File: config.mk
export PLATFORM = sky130hd
export DESIGN_NAME = fetch_unit
export DESIGN_NICKNAME = d
export VERILOG_FILES = /design/src/rtl/riscv_pkg.sv /design/src/rtl/if_id_reg.sv /design/src/rtl/fetch_unit.sv
export SDC_FILE = /design/constraint.sdc
export NUM_CORES = 1
export LEC_CHECK = 0
export ABC_AREA = 1
export BUFFER_PORTS_ARGS = -buffer_cell sky130_fd_sc_hd__buf_2
export CORE_MARGIN = 2
export CORE_UTILIZATION = 37
export CTS_CLUSTER_SIZE = 30
export DETAILED_ROUTE_END_ITERATION = 8
export PLACE_DENSITY = 0.67
export RECOVER_POWER = 100
export SLEW_MARGIN = 25
export SYNTH_ARGS = -nofsm -noshare
export SYNTH_HDL_FRONTEND = slang
export SYNTH_SLANG_ARGS = --single-unit
File: constraint.sdc
create_clock -name clk -period 4.65 [get_ports clk]
set_clock_uncertainty 0.15 [all_clocks]
set_input_delay 0.2325 -clock clk [delete_from_list [all_inputs] [get_ports clk]]
set_output_delay 0.2325 -clock clk [all_outputs]
set_load 0.1 [all_outputs]
File: src/rtl/riscv_pkg.sv
// Shared RV32I core definitions: datapath width, reset/bubble constants,
// base opcodes used by the ID decoder, and the fetch-stage state type.
package riscv_pkg;

   localparam int unsigned XLEN      = 32;
   localparam logic [31:0] RESET_PC  = 32'h0000_0000;
   localparam logic [31:0] NOP_INSTR = 32'h0000_0013;

   localparam logic [6:0] OP_LUI    = 7'b0110111;
   localparam logic [6:0] OP_AUIPC  = 7'b0010111;
   localparam logic [6:0] OP_JAL    = 7'b1101111;
   localparam logic [6:0] OP_JALR   = 7'b1100111;
   localparam logic [6:0] OP_BRANCH = 7'b1100011;
   localparam logic [6:0] OP_LOAD   = 7'b0000011;
   localparam logic [6:0] OP_STORE  = 7'b0100011;
   localparam logic [6:0] OP_IMM    = 7'b0010011;
   localparam logic [6:0] OP_REG    = 7'b0110011;

   typedef enum logic [1:0] {REQ, WAIT, HOLD} fetch_state_e;

endpackage

File: src/rtl/if_id_reg.sv
// IF/ID pipeline register: loads a fetched instruction, a bubble, or holds.
module if_id_reg #(
   parameter int unsigned XLEN      = riscv_pkg::XLEN,
   parameter logic [31:0] NOP_INSTR = riscv_pkg::NOP_INSTR
) (
   input  logic            clk,
   input  logic            rst,
   input  logic            en,
   input  logic            clr,
   input  logic            i_wr,
   input  logic [31:0]     i_instr,
   input  logic [XLEN-1:0] i_pc,
   input  logic [XLEN-1:0] i_pc_plus4,
   output logic [31:0]     o_instr,
   output logic [XLEN-1:0] o_pc,
   output logic [XLEN-1:0] o_pc_plus4,
   output logic            o_valid
);

   logic [31:0]     r_instr;
   logic [XLEN-1:0] r_pc;
   logic [XLEN-1:0] r_pc_plus4;
   logic            r_valid;

   // A bubble keeps the PC fields so the hazard unit still sees a sane PCD.
   always_ff @(posedge clk) begin
      if (rst) begin
         r_instr    <= NOP_INSTR;
         r_pc       <= '0;
         r_pc_plus4 <= '0;
         r_valid    <= 1'b0;
      end else if (clr) begin
         r_instr <= NOP_INSTR;
         r_valid <= 1'b0;
      end else if (en) begin
         if (i_wr) begin
            r_instr    <= i_instr;
            r_pc       <= i_pc;
            r_pc_plus4 <= i_pc_plus4;
            r_valid    <= 1'b1;
         end else begin
            r_instr <= NOP_INSTR;
            r_valid <= 1'b0;
         end
      end
   end

   assign o_instr    = r_instr;
   assign o_pc       = r_pc;
   assign o_pc_plus4 = r_pc_plus4;
   assign o_valid    = r_valid;

endmodule

File: src/rtl/fetch_unit.sv
// RV32I instruction-fetch stage: PCF, single-outstanding imem handshake,
// stall hold buffer, redirect with stale-response drop, and IF/ID register.
module fetch_unit #(
   parameter int unsigned XLEN      = riscv_pkg::XLEN,
   parameter logic [XLEN-1:0] RESET_PC = riscv_pkg::RESET_PC,
   parameter logic [31:0] NOP_INSTR = riscv_pkg::NOP_INSTR
) (
   input  logic            clk,
   input  logic            rst,
   input  logic            StallF,
   input  logic            StallD,
   input  logic            FlushD,
   input  logic            PCSrcE,
   input  logic [XLEN-1:0] PCTargetE,
   output logic            imem_req,
   output logic [XLEN-1:0] imem_addr,
   input  logic            imem_ready,
   input  logic            imem_rvalid,
   input  logic [31:0]     imem_rdata,
   output logic [31:0]     InstrD,
   output logic [XLEN-1:0] PCD,
   output logic [XLEN-1:0] PCPlus4D,
   output logic            ValidD
);

   import riscv_pkg::*;

   fetch_state_e    r_state, w_state_n;
   logic [XLEN-1:0] r_pcf, w_pcf_n, w_pcf_plus4;
   logic            r_drop, w_drop_n;
   logic [31:0]     r_hold, w_hold_n;
   logic            w_hs;
   logic            w_wr;
   logic [31:0]     w_wr_instr;

   assign w_pcf_plus4 = r_pcf + XLEN'(4);

   always_ff @(posedge clk) begin
      if (rst) begin
         r_state <= REQ;
         r_pcf   <= RESET_PC;
         r_drop  <= 1'b0;
         r_hold  <= '0;
      end else begin
         r_state <= w_state_n;
         r_pcf   <= w_pcf_n;
         r_drop  <= w_drop_n;
         r_hold  <= w_hold_n;
      end
   end

   // A stale response is consumed whenever it shows up, so a redirect issued
   // from REQ (old request still in flight) cannot eat the next real response.
   always_comb begin
      imem_req   = (r_state == REQ) && !StallF && !rst;
      imem_addr  = r_pcf;
      w_hs       = imem_req && imem_ready;
      w_state_n  = r_state;
      w_pcf_n    = r_pcf;
      w_drop_n   = r_drop;
      w_hold_n   = r_hold;
      w_wr       = 1'b0;
      w_wr_instr = imem_rdata;
      if (PCSrcE) begin
         w_state_n = REQ;
         w_pcf_n   = PCTargetE & ~XLEN'(3);
         w_drop_n  = (!imem_rvalid && (r_drop || (r_state == WAIT))) || w_hs;
      end else if (imem_rvalid && r_drop) begin
         w_drop_n  = 1'b0;
         w_state_n = w_hs ? WAIT : REQ;
      end else begin
         unique case (r_state)
            REQ: if (w_hs) w_state_n = WAIT;
            WAIT: begin
               if (imem_rvalid) begin
                  if (!StallD) begin
                     w_wr      = 1'b1;
                     w_pcf_n   = w_pcf_plus4;
                     w_state_n = REQ;
                  end else begin
                     w_hold_n  = imem_rdata;
                     w_state_n = HOLD;
                  end
               end
            end
            HOLD: begin
               w_wr_instr = r_hold;
               if (!StallD) begin
                  w_wr      = 1'b1;
                  w_pcf_n   = w_pcf_plus4;
                  w_state_n = REQ;
               end
            end
            default: w_state_n = REQ;
         endcase
      end
   end

   if_id_reg #(
      .XLEN      (XLEN),
      .NOP_INSTR (NOP_INSTR)
   ) u_if_id (
      .clk        (clk),
      .rst        (rst),
      .en         (!StallD),
      .clr        (FlushD),
      .i_wr       (w_wr),
      .i_instr    (w_wr_instr),
      .i_pc       (r_pcf),
      .i_pc_plus4 (w_pcf_plus4),
      .o_instr    (InstrD),
      .o_pc       (PCD),
      .o_pc_plus4 (PCPlus4D),
      .o_valid    (ValidD)
   );

endmodule

==> results of run 1 <==
==> flip-flops by register name, summed over array words and instances, names as in the netlist <==
signal	cells
u_if_id.o_pc_plus4	30
u_if_id.o_valid	1
u_if_id.o_instr	32
r_hold	32
r_drop	1
r_state	2
imem_addr	30
u_if_id.o_pc	30
==> placed cells by master, fill, tap and decap left out, drive strengths merged <==
cell and instances:
a21oi 104, o211ai 26, dlygate4sd3 57, clkbuf 142, o21a 3, nand3b 4, nand4 1, and2 1
diode 1, inv 112, dfxtp 158, clkinvlp 1, nand3 41, nor3 5, o21ai 106, a31oi 4
nand2 244, nor2 147, xnor2 2, buf 73, conb 6, a211oi 1, xor2 11, o211a 1
clkinv 6, ha 5
==> routing by layer <==
layer / global-route usage [%] / vias to the layer above
li1: - / 3725
met2: 35.2 / 229
met5: 0 / -
met3: 5.57 / 25
met1: 26.4 / 3305
met4: 6.15 / 0
==> path summary, 6_finish.rpt <==
| path | slack [ns] | from | end |
|---|---|---|---|
| max reg2reg | 1.80 | r_state[1] | u_if_id.o_pc_plus4[21] |
| max | 1.41 | PCSrcE | u_if_id.o_instr[22] |
| min reg2reg | 0.31 | u_if_id.o_instr[6] | u_if_id.o_instr[6] |
| min | 0.01 | PCTargetE[25] | imem_addr[25] |
==> cell usage after synthesis, types with 3 or more instances <==
cell        n  area (um^2)
inv_2       5         18.8
inv_1      98          368
o21a_1      3         22.5
o21ai_1    16         80.1
buf_4      12         90.1
buf_1       3         11.3
nor2_2      5         31.3
ha_1        5         62.6
nand3_1    41          205
o21ai_0    90          450
xor2_1     11         96.3
a21oi_1   104          521
nor2_1    140          526
nand2_2     6         37.5
clkbuf_1   28          105
dfxtp_1   158         3160
nand2_1   238          893
a31oi_1     4         25.0
o211ai_1   26          195
nor3_1      3         15.0
buf_2      17         85.1
nand3b_1    4         30.0
==> worst register-to-register path, stage by stage, from the launching register on <==
cell      delay, ns
dfxtp_1        0.31
inv_1          0.11
ha_1           0.18
nand2_1        0.10
nand2_1        0.09
nand2_2        0.07
nor3_4         0.18
clkbuf_2       1.11
nand2_1        0.28
nand2_1        0.12
inv_1          0.05
==> cells by family after synthesis <==
family,synth area share [%]
fa+ha+maj,0.875
compound gates,18.3
xor+xnor,1.59
flops,44.3
simple gates,25.2
other cells,0.0525
buf+inv,9.70
==> repair_timing <==
| item | 4_1_cts | 5_1_grt |
|---|---|---|
| endpoints found under the hold margin | 62 | 0 |
| hold buffers | 57 | 0 |
| buffers inserted | 0 | 0 |
==> power breakdown <==
group / internal [mW] / switching [mW] / total, mW
sequential: 1.38 / 0.0331 / 1.41
clock: 0.725 / 0.676 / 1.40
combinational: 0.104 / 0.297 / 0.401
total: 2.20 / 1.01 / 3.21
==> layout make-up <==
| type | instances | area (um^2) |
|---|---|---|
| clock buffer | 17 | 425 |
| timing repair buffer | 255 | 1420 |
| clock inverter | 15 | 168 |
| tap | 260 | 325 |
| fill | 1940 | 9640 |
| antenna | 1 | 2.50 |
| inverter | 104 | 390 |
| sequential | 158 | 3160 |
| multi-input combinational | 712 | 3300 |
==> through the flow <==
stage,total power [mW],std cells,instance area (um^2),util [%]
floorplan,1.72,1035,7170,-
global placement,1.80,1432,8200,43.5
detailed placement,1.81,1432,8200,43.5
CTS,3.24,1521,9360,49.7
global route,3.32,1521,9190,48.8
finish,3.21,1522,9190,48.8
==> flow_summary.yaml, run 1 <==
pwr:
  leakage_nw: 3.98
  p_per_area_nw_per_um2: 349
  ir_drop_mv: 0.265
worst_setup_path:
  cp_max_fo: 58
  crit_path_end_kind: "register"
  worstSetupPathType: "input pin to register"
  cpLargestDelayFamily: "buffers and inverters"
  cp_cell_sequence: "buf_2 > inv_1 > nand2_1 > nor2_1 > inv_1 > nand2_1 > o211ai_1 > a21oi_1"
  path_buf_inv: 3
  max_stage_delay_ns: 1.18
  crit_arrival_ns: 3.37
  startpoint_type: "input pin"
  path_depth: 8
  critPathRequiredTime_ns: 4.78
  r2r_cells: 10
  cpMaxStageDelayCell: "inv_1"
place:
  gp_congestion: 0.828
  dp_hpwl_um: 14200
  io_buffers: 193
  dp_slack_ns: 1.54
status:
  violations: "capacitance limit, slew limit"
  status: "finished, violations left"
drt:
  drc: 0
  dr.pass1.iters: 5
  wl_met3_um: 1450
  wl_per_cell_um: 14.1
  wl_met2_um: 10000
  topRoutingLayerUsed: "met4"
  routed_wl_um: 21500
  drt-initial-drc-count: 449
  ant_nets: 0
  avgViaCountPerCell: 4.79
  vias: 7284
  drt-met1-wl_um: 9720
yosys:
  synth-main-ff-cell: "dfxtp_1"
  syn_area_um2: 7150
  avgSynthCellArea_um2: 6.94
  yosysWarnings: 0
  synth_edf_count: 0
  synthCells: 1030
  ys_ff_latch: 158
  synth-async-reset-ratio_pct: 0
  yosysSeqAreaShare_pct: 44.3
  yosys.cell_types.count: 33
grt:
  antenna_found_initial: 1
  grt_max_degree: 84
  grtUsageTotal_pct: 21.0
  grt_pass1_vias: 6812
  grt-ovfl-total: 0
  grt_pass1_wl_um: 34200
clock_tree:
  numCtsBuffers: 17
  cts.reportedPaths.clkPinSlew_ns: 0.07
  cts_resized: 0
  cts_tree: "yes"
  cts-root-buf: "clkbuf_16"
  insertion_delay_ns: 0.43
  htreeDepth: 4
  clk_path_buf_depth: 2
  cts.sinks: 158
die:
  die_w_um: 143
  ios: 202
  die_area_um2: 20400
  die_y_um: 143
  core_area_um2: 18800
  initial_core_util_pct: 38.0
  row_count: 50
timing:
  finalCritPeriodShare_pct: 69.7
  fin_ws_ns: 1.41
  rsz0062_at_grt: "false"
  min_period_ns: 3.24
  worst_pin_slew_ns: 1.61
  whs_ns: 0.0124
  slew_violations: 143
  hold_viol_final: 0
  fmax_mhz: 308
  finalSetupViolCount: 0
  relSlewSlack_pct: -7.78
  fin_tns_setup_ns: 0
worst_hold_path:
  hold_depth: 5
  hp-class: "input pin to register"
final_layout:
  drive_above_1_share_pct: 9.52
  syn2layout_area_growth_pct: 28.6
  nets: 1325
run:
  drv_cap: 2
Power figures use the tool's default switching activity.
==> run 2: changes to the inputs <==
ABC_AREA = 0   (was 1)
clock period = 3.2 ns   (was 4.65 ns; I/O delays follow)
==> run 2 against run 1 <==
Compared with the run above:
- the run now ends clean
- die area about the same
- sequential share of layout area about the same
- clock power up 52%
- non-clock buffer count up 16
- global-route usage down 1.3 points
- worst setup slack worse by 0.85 ns
- combinational power up 34%
- synthesized area about the same
- first-iteration DRC count down 24%
- count of clock-buffer cells in the layout up 2
- sequential power up 46%
- highest routed layer unchanged
==> flow_summary.yaml, run 2 <==
yosys:
  yosysSeqAreaShare_pct: 44.3
  synth_top_family_by_area: "simple AND/OR/NAND/NOR gates"
  synthAdderAreaFrac_pct: 0.876
  yosys.area.top_type_share_pct: 44.3
  synth_edf_count: 0
  synthSimpleGateAreaFrac_pct: 21.4
  synthCells: 834
  post-synth-top-count-cell: "dfxtp_1"
  yosysWarnings: 0
  yosys.cell_types.count: 56
  ys_top_cells_by_area: "dfxtp_1 44%, nand2_1 7.9%, a211oi_1 5.0%"
  yosys.area.top_type: "dfxtp_1"
  synthXorXnorAreaFrac_pct: 6.25
  avgSynthCellArea_um2: 8.57
  synth-compound-area-share_pct: 15.7
  ys_ff_latch: 158
  ys_top_cells_by_count: "158 x dfxtp_1, 151 x nand2_1, 95 x nor2_1"
  synth-main-ff-cell: "dfxtp_1"
  synth-async-reset-ratio_pct: 0
  syn_area_um2: 7140
  synthMuxAreaShare_pct: 5.06
die:
  ios: 202
  row_count: 50
  die_y_um: 143
  die_w_um: 143
  core_area_um2: 18800
  die_area_um2: 20400
  initial_core_util_pct: 37.9
worst_setup_path:
  setup.worst_path.start: "imem_rvalid"
  r2r-start: "imem_addr[2]"
  r2r_cells: 7
  startpoint_type: "input pin"
  critPathRequiredTime_ns: 3.38
  worstReg2RegEnd: "u_if_id.o_pc_plus4[30]"
  worstSetupPathType: "input pin to register"
  cp_max_fo: 18
  crit_arrival_ns: 2.82
  r2r_slack_ns: 0.63
  crit_path_end_kind: "register"
pwr:
  ir_drop_mv: 0.357
  p_per_area_nw_per_um2: 513
  leakage_nw: 3.16
grt:
  antenna_found_initial: 0
  top_usage_layer: "met2"
  grt_pass1_wl_um: 32100
  grt_pass1_vias: 6415
  met1_usage_pct: 24.3
  grtUsageTotal_pct: 19.7
  use_met3_pct: 5.60
  grt_max_degree: 75
  grt-ovfl-total: 0
  use_met2_pct: 33.0
timing:
  min_period_ns: 2.64
  rsz0062_at_grt: "false"
  slew_violations: 0
  whs_ns: 0.0259
  worst_pin_slew_ns: 1.23
  fmax_mhz: 379
  hold_viol_final: 0
  finalSetupViolCount: 0
  finalCritPeriodShare_pct: 82.5
  relSlewSlack_pct: 18.3
  fin_ws_ns: 0.560
  fin_tns_setup_ns: 0
place:
  dp_slack_ns: 0.657
  placed_area_um2: 8170
  gp_congestion: 0.740
  dp_hpwl_um: 13200
  io_buffers: 193
drt:
  wl_per_cell_um: 15.1
  routed_wl_um: 20000
  avgViaCountPerCell: 4.97
  drc: 0
  drt-initial-drc-count: 341
  ant_nets: 0
  vias: 6591
  dr.pass1.iters: 5
run:
  drv_cap: 0
clock_tree:
  post_cts_buffers: 0
  cts-root-buf: "clkbuf_16"
  htreeDepth: 4
  cts_resized: 0
  clk_path_buf_depth: 2
  insertion_delay_ns: 0.43
  numCtsBuffers: 17
  cts_tree: "yes"
  cts_hold_buf: 65
  cts.sinks: 158
  cts.reportedPaths.clkPinSlew_ns: 0.06
worst_hold_path:
  min_to: "r_state[0]"
  hp-start: "imem_ready"
  hold_depth: 4
  hp-class: "input pin to register"
final_layout:
  fillers: 1871
  final_common_cell: "dfxtp_1"
  fin_area_um2: 9200
  final_cell_mix: "158 x dfxtp_1, 151 x nand2_1, 126 x clkbuf_1"
  final_util_pct: 48.8
  nets: 1130
  syn2layout_area_growth_pct: 28.7
  drive_above_1_share_pct: 14.3
  antenna_cells: 0
status:
  status: "finished clean"
[run 2: cell types whose count changed in the layout (fill, tap and decap cells not counted), moves of 13 or more]
cell / before / now
a22oi_1: 0 / 29
mux2_2: 0 / 29
xor2_1: 11 / 24
o21ai_0: 105 / 8
nand3_1: 41 / 16
inv_1: 100 / 6
a21oi_1: 104 / 71
xnor2_1: 2 / 27
o211ai_1: 26 / 0
nor2_1: 141 / 96
a211oi_1: 1 / 49
nand4_1: 1 / 14
nand2_1: 241 / 151
[run 2: metal layers]
metal,vias up,share of wire [%]
li1,3295,-
met1,3085,45
met2,189,47
met3,22,6.8
met4,0,1.4
met5,-,0
[run 2: worst max-delay path by stage]
stage                     cells past startpoint                     end
after floorplan                               7              r_state[0]
after global placement                        7            imem_addr[9]
after detailed placement                      7            imem_addr[9]
after CTS                                     7  u_if_id.o_pc_plus4[30]
after global routing                          8  u_if_id.o_pc_plus4[18]
final                                         8  u_if_id.o_pc_plus4[20]
[run 2: critical path: stages]
cell	delay, ns
dlygate4sd3_1	0.54
clkbuf_1	0.20
a21oi_1	0.44
nand3_1	0.31
nor2_4	0.45
clkbuf_2	0.43
nor2_1	0.08
a211oi_1	0.20
[run 2: logic make-up (layout without fill, tap and decap cells)]
| logic type | after synthesis | count (layout) |
|---|---|---|
| compound gates | 173 | 173 |
| xor+xnor | 51 | 51 |
| fa+ha+maj | 5 | 5 |
| buf+inv | 83 | 310 |
| flops | 158 | 158 |
| mux | 32 | 32 |
| other cells | 1 | 6 |
| simple gates | 331 | 331 |
[run 2: final cells by class]
cell class              instances  area [um^2]  share of cell area [%]
clock buffers                  19          453                    4.92
clock inverters                13          163                    1.77
inverters                       7         26.3                   0.286
multi-input cells             598         3510                    38.1
flip-flops and latches        158         3160                    34.4
well taps                     260          325                    3.54
repair buffers                271         1560                    17.0
[run 2: power by group]
| group | internal (mW) | total, mW | switching (mW) |
|---|---|---|---|
| logic | 0.162 | 0.536 | 0.374 |
| clock network | 1.27 | 2.13 | 0.855 |
| registers | 2.00 | 2.06 | 0.0604 |
| total | 3.43 | 4.72 | 1.29 |
[run 2: stage by stage]
step,std cells,power (mW)
2_1_floorplan,839,2.48
3_3_place_gp,1229,2.58
3_5_place_dp,1229,2.58
4_1_cts,1326,4.76
5_1_grt,1326,4.87
6_report,1326,4.72
